--- src/rtl/port_decoder_bank.sv ---
// port_decoder_bank: decodes a window of consecutive I/O port addresses into
// per-channel data registers. Each channel gets a one-cycle load pulse, and
// every channel can be read back onto in_port. Cycles in which both strobes
// are high are counted.
module port_decoder_bank #(
    parameter logic [15:0]        BASE_ADDR  = 16'h0001,
    parameter int unsigned        N_PORTS    = 4,
    parameter int unsigned        DATA_W     = 16,
    parameter logic [N_PORTS-1:0] PULSE_MASK = '0
) (
    input  logic                      clk,
    input  logic                      reset,
    input  logic                      write_strobe,
    input  logic                      read_strobe,
    input  logic [15:0]               port_id,
    input  logic [DATA_W-1:0]         out_port,
    output logic [N_PORTS-1:0]        ld,
    output logic [N_PORTS*DATA_W-1:0] port_q,
    output logic [DATA_W-1:0]         in_port,
    output logic                      rd_hit,
    output logic [7:0]                err_cnt
);

    localparam int unsigned ADDR_W  = 16;
    localparam int unsigned CMP_W   = ADDR_W + 1;
    localparam int unsigned CNT_W   = 8;
    localparam int unsigned LAST_AD = 32'(BASE_ADDR) + N_PORTS - 1;

    // The channel count must be legal, and the top address must not pass 16'hFFFF.
    if (N_PORTS < 1 || N_PORTS > 16 || LAST_AD > 32'h0000_FFFF) begin : g_param_err
        $error("port_decoder_bank: illegal BASE_ADDR/N_PORTS combination");
    end

    logic [N_PORTS-1:0] hit_c;
    logic               hit_any_c;
    logic [DATA_W-1:0]  rd_data_c;
    logic               wr_c;
    logic               rd_c;
    logic               both_c;

    // Address decode. The compare is one bit wider than the address, so the window never wraps.
    always_comb begin
        hit_c = '0;
        for (int i = 0; i < int'(N_PORTS); i++) begin
            hit_c[i] = ({1'b0, port_id} == (CMP_W'(BASE_ADDR) + CMP_W'(i)));
        end
    end

    // Read-back mux. At most one hit bit is set, so OR-ing the masked channels selects that channel.
    always_comb begin
        rd_data_c = '0;
        for (int i = 0; i < int'(N_PORTS); i++) begin
            if (hit_c[i]) begin
                rd_data_c = rd_data_c | port_q[i*DATA_W +: DATA_W];
            end
        end
    end

    assign hit_any_c = |hit_c;
    assign wr_c      = write_strobe;
    assign rd_c      = read_strobe & ~write_strobe;
    assign both_c    = write_strobe & read_strobe;

    // Channel registers. A strobe-mode channel clears one edge after a write unless it is written again.
    always_ff @(posedge clk) begin
        if (reset) begin
            port_q <= '0;
        end else begin
            for (int i = 0; i < int'(N_PORTS); i++) begin
                if (wr_c && hit_c[i]) begin
                    port_q[i*DATA_W +: DATA_W] <= out_port;
                end else if (PULSE_MASK[i]) begin
                    port_q[i*DATA_W +: DATA_W] <= '0;
                end
            end
        end
    end

    // Load pulses. Each pulse lasts exactly the cycle after a decoded write.
    always_ff @(posedge clk) begin
        if (reset) begin
            ld <= '0;
        end else begin
            ld <= wr_c ? hit_c : '0;
        end
    end

    // Read-back. An unmapped read returns zero. A collision cycle leaves in_port unchanged.
    always_ff @(posedge clk) begin
        if (reset) begin
            in_port <= '0;
            rd_hit  <= 1'b0;
        end else begin
            rd_hit <= rd_c & hit_any_c;
            if (rd_c) begin
                in_port <= hit_any_c ? rd_data_c : '0;
            end
        end
    end

    // Saturating count of cycles in which both strobes are high.
    always_ff @(posedge clk) begin
        if (reset) begin
            err_cnt <= '0;
        end else if (both_c && (err_cnt != {CNT_W{1'b1}})) begin
            err_cnt <= err_cnt + CNT_W'(1);
        end
    end

endmodule

--- config.mk ---
export PLATFORM = sky130hd
export DESIGN_NAME = port_decoder_bank
export DESIGN_NICKNAME = d
export VERILOG_FILES = /design/src/rtl/port_decoder_bank.sv
export SDC_FILE = /design/constraint.sdc
export NUM_CORES = 1
export LEC_CHECK = 0
export ABC_CLOCK_PERIOD_IN_PS = 2700
export BUFFER_PORTS_ARGS = -buffer_cell sky130_fd_sc_hd__buf_4
export CORE_MARGIN = 4
export CORE_UTILIZATION = 50
export DETAILED_ROUTE_END_ITERATION = 16
export PLACE_DENSITY = 0.77
export SYNTH_ARGS = -nofsm -noshare
export SYNTH_HDL_FRONTEND = slang
export SYNTH_SLANG_ARGS = --single-unit
--- constraint.sdc ---
create_clock -name clk -period 2.7 [get_ports clk]
set_clock_uncertainty 0.15 [all_clocks]
set_input_delay 0.27 -clock clk [delete_from_list [all_inputs] [get_ports clk]]
set_output_delay 0.27 -clock clk [all_outputs]
set_load 0.005 [all_outputs]
Word level (Yosys, flattened, before mapping)
Cells that the tools add are included.

Flip-flop bits (word level): 93. Bits of input ports: 36. Word-level logic and storage cells: 33.

Add/subtract/negate cells: 1. Equality and inequality tests: 5. Muxes and demuxes: 5. Bitwise operators: 7. Reduce and logical (&&, ||, !) cells: 7.

Operator list (count): $mux 16 (5); $or 16x16->16 (3); $eq 16x2->1 const B (2); $eq 16x1->1 const B (1); $eq 16x3->1 const B (1); $add 8x1->8 const B (1); $ne 8x8->1 const B (1); $logic_and 1x1->1 (5); $reduce_or 4->1 (1); $and 1x1->1 (3); $reduce_or 2->1 (1); $not 1->1 (1).

Depth between registers and ports, before layout
Depth in word-level cells: 9. Mapped depth: 7. Gate-level depth less buffers: 6.

Least setup slack after synthesis
No wires, ideal clock.

Path kind: input to register. Start: input port port_id[13]. End: register port_q[36]. Setup time: 140 ps. Data arrival time: 1727 ps. Required time: 2410 ps. Setup slack: 683 ps. Cell stages on the path: 7. Buffers on the path: 2. Cells stage by stage: nor4_4 > nand4_4 > or3_1 > buf_2 > buf_6 > nand2_2 > a21oi_2.

Longest elaborated chain between the ends: 2.

Ends and longest elaborated chain: start, declared (line 15) `input logic [15:0] port_id,`; $eq 16x2->1 (line 45) `hit_c[i] = ({1'b0, port_id} == (CMP_W'(BASE_ADDR) + CMP_W'(i)));`; $logic_and 1x1->1 (line 70) `if (wr_c && hit_c[i]) begin`; end signal, assigned by index (line 71) `port_q[i*DATA_W +: DATA_W] <= out_port;`; end, declared (line 18) `output logic [N_PORTS*DATA_W-1:0] port_q,`.

No other way between the ends. A chain may end at the register's enable or synchronous reset.

Final worst setup path
Start: input port port_id[13]. End: register in_port[14].

Longest elaborated chain between the ends: 9. Elaborated cells on any way between the ends: 13. Classes of those cells: 4 x eq/ne; 5 x mux; 3 x bitwise; 1 x reduce/logical.

Ends and longest elaborated chain: $eq 16x1->1 (line 45); $mux 16 (line 53) `if (hit_c[i]) begin`; $or 16x16->16 (line 54) `rd_data_c = rd_data_c | port_q[i*DATA_W +: DATA_W];`; $mux 16 (line 53); $or 16x16->16 (line 54); $mux 16 (line 53); $or 16x16->16 (line 54); $mux 16 (line 53); $mux 16 (*) (line 96) `in_port <= hit_any_c ? rd_data_c : '0;`; end signal, assigned (line 96); end, declared (line 19) `output logic [DATA_W-1:0] in_port,`.

Every way passes the cells marked *; elsewhere a longest branch is shown, timed or not.

==> results.md <==
- Status: finished clean
- Final Critical Period: 2.020 ns
- Yosys reg bits: 93
- Final Util: 0.7083
- Ant diodes: 0
- Maximum vdd drop: approximately 0.26 mV
- Vias in the first global route: 3627
- Arrival @ worst endpoint: roughly 2.2 ns
- IO Pins: 129
- Critical Path RT: 2.83 ns
- Largest net degree at the start of global routing: 46
- Critical Path End Type: flip-flop
- H-tree Lvls: 3
- CTS Buf Count: 9
- Hold Crit Class: primary input to flip-flop
- Starting density of the core: 0.5266
- Filler cells: 633
- Layout area overhead: 34.51%
- Total track usage: 0.2536
- CTS resizes: 0
- Pins Over Slew Limit: 0
- Worst-path clk slew: 0.10 ns
- RSZ-0062 raised after global routing: no
- Hold Vio Cnt, Final: 0
- WL/cell: between 15 and 20 um
- Worst-Skew Late Latency: 0.35 ns
- Area share of the largest cell type after synthesis: 0.4772
- Post-CTS Setup Bufs: 0
- Routed WL: roughly 12 mm
- Initial drt markers: 216
- TritonCTS Sinks: 93
- Chip width: 96.33 um
- First-pass GRT wire length: 18.06 mm
- Kind of critical path: primary input to flip-flop
- Post-synth top area cell: dfxtp_1
- Worst Hold Endpoint: port_q[58]$_SDFFE_PP0P_
- Worst slew pin tran: 1.160 ns
- Final ANT Viol Nets: 0
- DR vias: 3896
- Initial DRT Pass Iterations: 5
- Vias per Instance: 5.487
- Hold buffer count at cts: 0
- Max-slew headroom: 0.2240
- Syn Inst Count: 476
- Seq/Total Area, Yosys: 0.4772
- GPL Wtd Cong: roughly 0.9
- Period utilization: 0.7481
- R2R cell count: 6
- GRT overflow: 0
- P per Cell Area: around 500 nW/um2
- Residual DRC: 0
- CTS max path bufs: 2
- Post-route setup TNS: 0 ns
- Final setup margin: about 0.68 ns
- Reg-to-reg endpoint: err_cnt[6]$_SDFFE_PP0P_
- Mapped Avg Cell Area: slightly above 8 um2
- Die area: 9279 um2
- Crit Reg-Reg Startpoint: err_cnt[0]$_SDFFE_PP0P_
- Tot Pwr: 2.671 mW
- Initial antenna violation count: 0
- Synth top area cells: dfxtp_1 (48%), nand2_1 (12%), a21oi_1 (9.1%), a22oi_1 (4.8%), nor2_1 (3.5%)
- Pre-CTS setup slack: 0.2882 ns
- Most common cell after layout, fill and taps aside: buf_4
- CTS Root Cell: clkbuf_8
- Max-Cap Viols: 0
- Synthesis Warnings: 0
- CORE AREA: 7408 um2
- Crit Path Max Fanout: 11
- CP startpoint kind: primary input
- Die Y-Extent: 96.33 um
- Syn_nets: slightly above 500
- Post-layout nets: 643
- Synth Cell Area: 3901 um2
- R2R setup slack: ~0.75 ns
- Final HPWL DP: 8.419 mm
- Post-route design area: 5248 um2
- Fmax: 495.1 MHz
- CTS tree: done
- Hold path depth: 3
- DP Area: 4992 um2
- I/O Buffers: 128
- Final setup vio count: 0
- Hold Crit Start: out_port[10]
- Cell variety after synth: 37
- Static Leak: 2.001 nW
- Most frequent cells in the layout: buf_4 (144), nand2_1 (124), dfxtp_1 (93)
- Layout cells sized above 1: 0.3126
- Num rows: 31
how the worst max path moves through the flow:
stage | from | end | slack, ns | depth (start not counted)
after floorplan | port_id[13] | port_q[36]$_SDFFE_PP0P_ | 0.68 | 7
after global placement | port_id[13] | in_port[7]$_SDFFE_PP0P_ | 0.38 | 5
after detailed placement | port_id[13] | in_port[14]$_SDFFE_PP0P_ | 0.29 | 5
after CTS | port_id[13] | in_port[14]$_SDFFE_PP0P_ | 0.68 | 5
after global routing | port_id[13] | in_port[10]$_SDFFE_PP0P_ | 0.55 | 5
final | port_id[13] | in_port[14]$_SDFFE_PP0P_ | 0.68 | 5
area by class of cell:
type	count	area (um2)	share of cell area
clock inverters	6	117.6	0.02241
repair buffers	144	1081	0.2060
inverters	2	7.507	0.001431
well taps	99	123.9	0.02361
clock buffers	10	137.6	0.02623
flip-flops and latches	93	1862	0.3548
multi-input cells	356	1918	0.3655
cells by family (layout without fill, tap and decap cells):
group / after synthesis / count (layout) / synth area share
mux: 8 / 8 / 0.02053
xor+xnor: 7 / 7 / 0.01572
fa+ha+maj: 1 / 1 / 0.003207
buf+inv: 27 / 162 / 0.03111
simple gates: 216 / 216 / 0.2668
compound gates: 124 / 124 / 0.1854
flops: 93 / 93 / 0.4772
stage by stage:
stage                     hold WS [ns]  cells
final                          0.02796    710
after CTS                      0.02192    710
after floorplan                 0.2605    476
after global placement          0.3081    694
after global routing           0.02694    710
after detailed placement        0.3117    694
cell usage after synthesis:
cell and n:
nand2_1 124, dfxtp_1 93, a21oi_1 71, nor2_1 36, a22oi_1 25, clkbuf_1 17, o21ai_0 17, nand3_1 11
a21oi_2 10, nand2_2 10, mux2i_1 8, xnor2_1 6, buf_2 4, nand2b_1 4, nor2b_1 4, nor3_1 4
nor3_2 3, nor3_4 3, and4_1 2, buf_4 2, inv_1 2, nand4_1 2, nand4b_1 2, nor4_4 2
or3_1 2, and2_1 1, buf_1 1, buf_6 1, ha_1 1, nand4_2 1, nand4_4 1, nor3b_1 1
nor4_1 1, nor4b_1 1, o211ai_1 1, or3b_2 1, xor2_1 1
sequential cells by signal, summed over array words and instances (netlist names):
register	count
err_cnt	8
in_port	16
ld	4
port_q	64
rd_hit	1
routing by layer:
| metal | share of wire | global-route usage | vias to the layer above |
|---|---|---|---|
| met2 | 0.51 | 0.4296 | 170 |
| met4 | 0.018 | 0.08645 | 0 |
| li1 | - | - | 1888 |
| met5 | 0 | 0 | - |
| met1 | 0.40 | 0.3209 | 1817 |
| met3 | 0.077 | 0.05160 | 21 |
where the power goes:
part           switching (mW)  internal, mW
Clock                   0.508         0.650
Sequential            0.00235          1.37
Combinational          0.0841        0.0536
worst max-delay path: stages:
cell      delay, ns
buf_4          0.12
nor4_4         0.50
and4_1         0.39
nand4b_1       0.52
o21ai_0        0.34
Note: power is estimated with default switching activity, not from simulation.
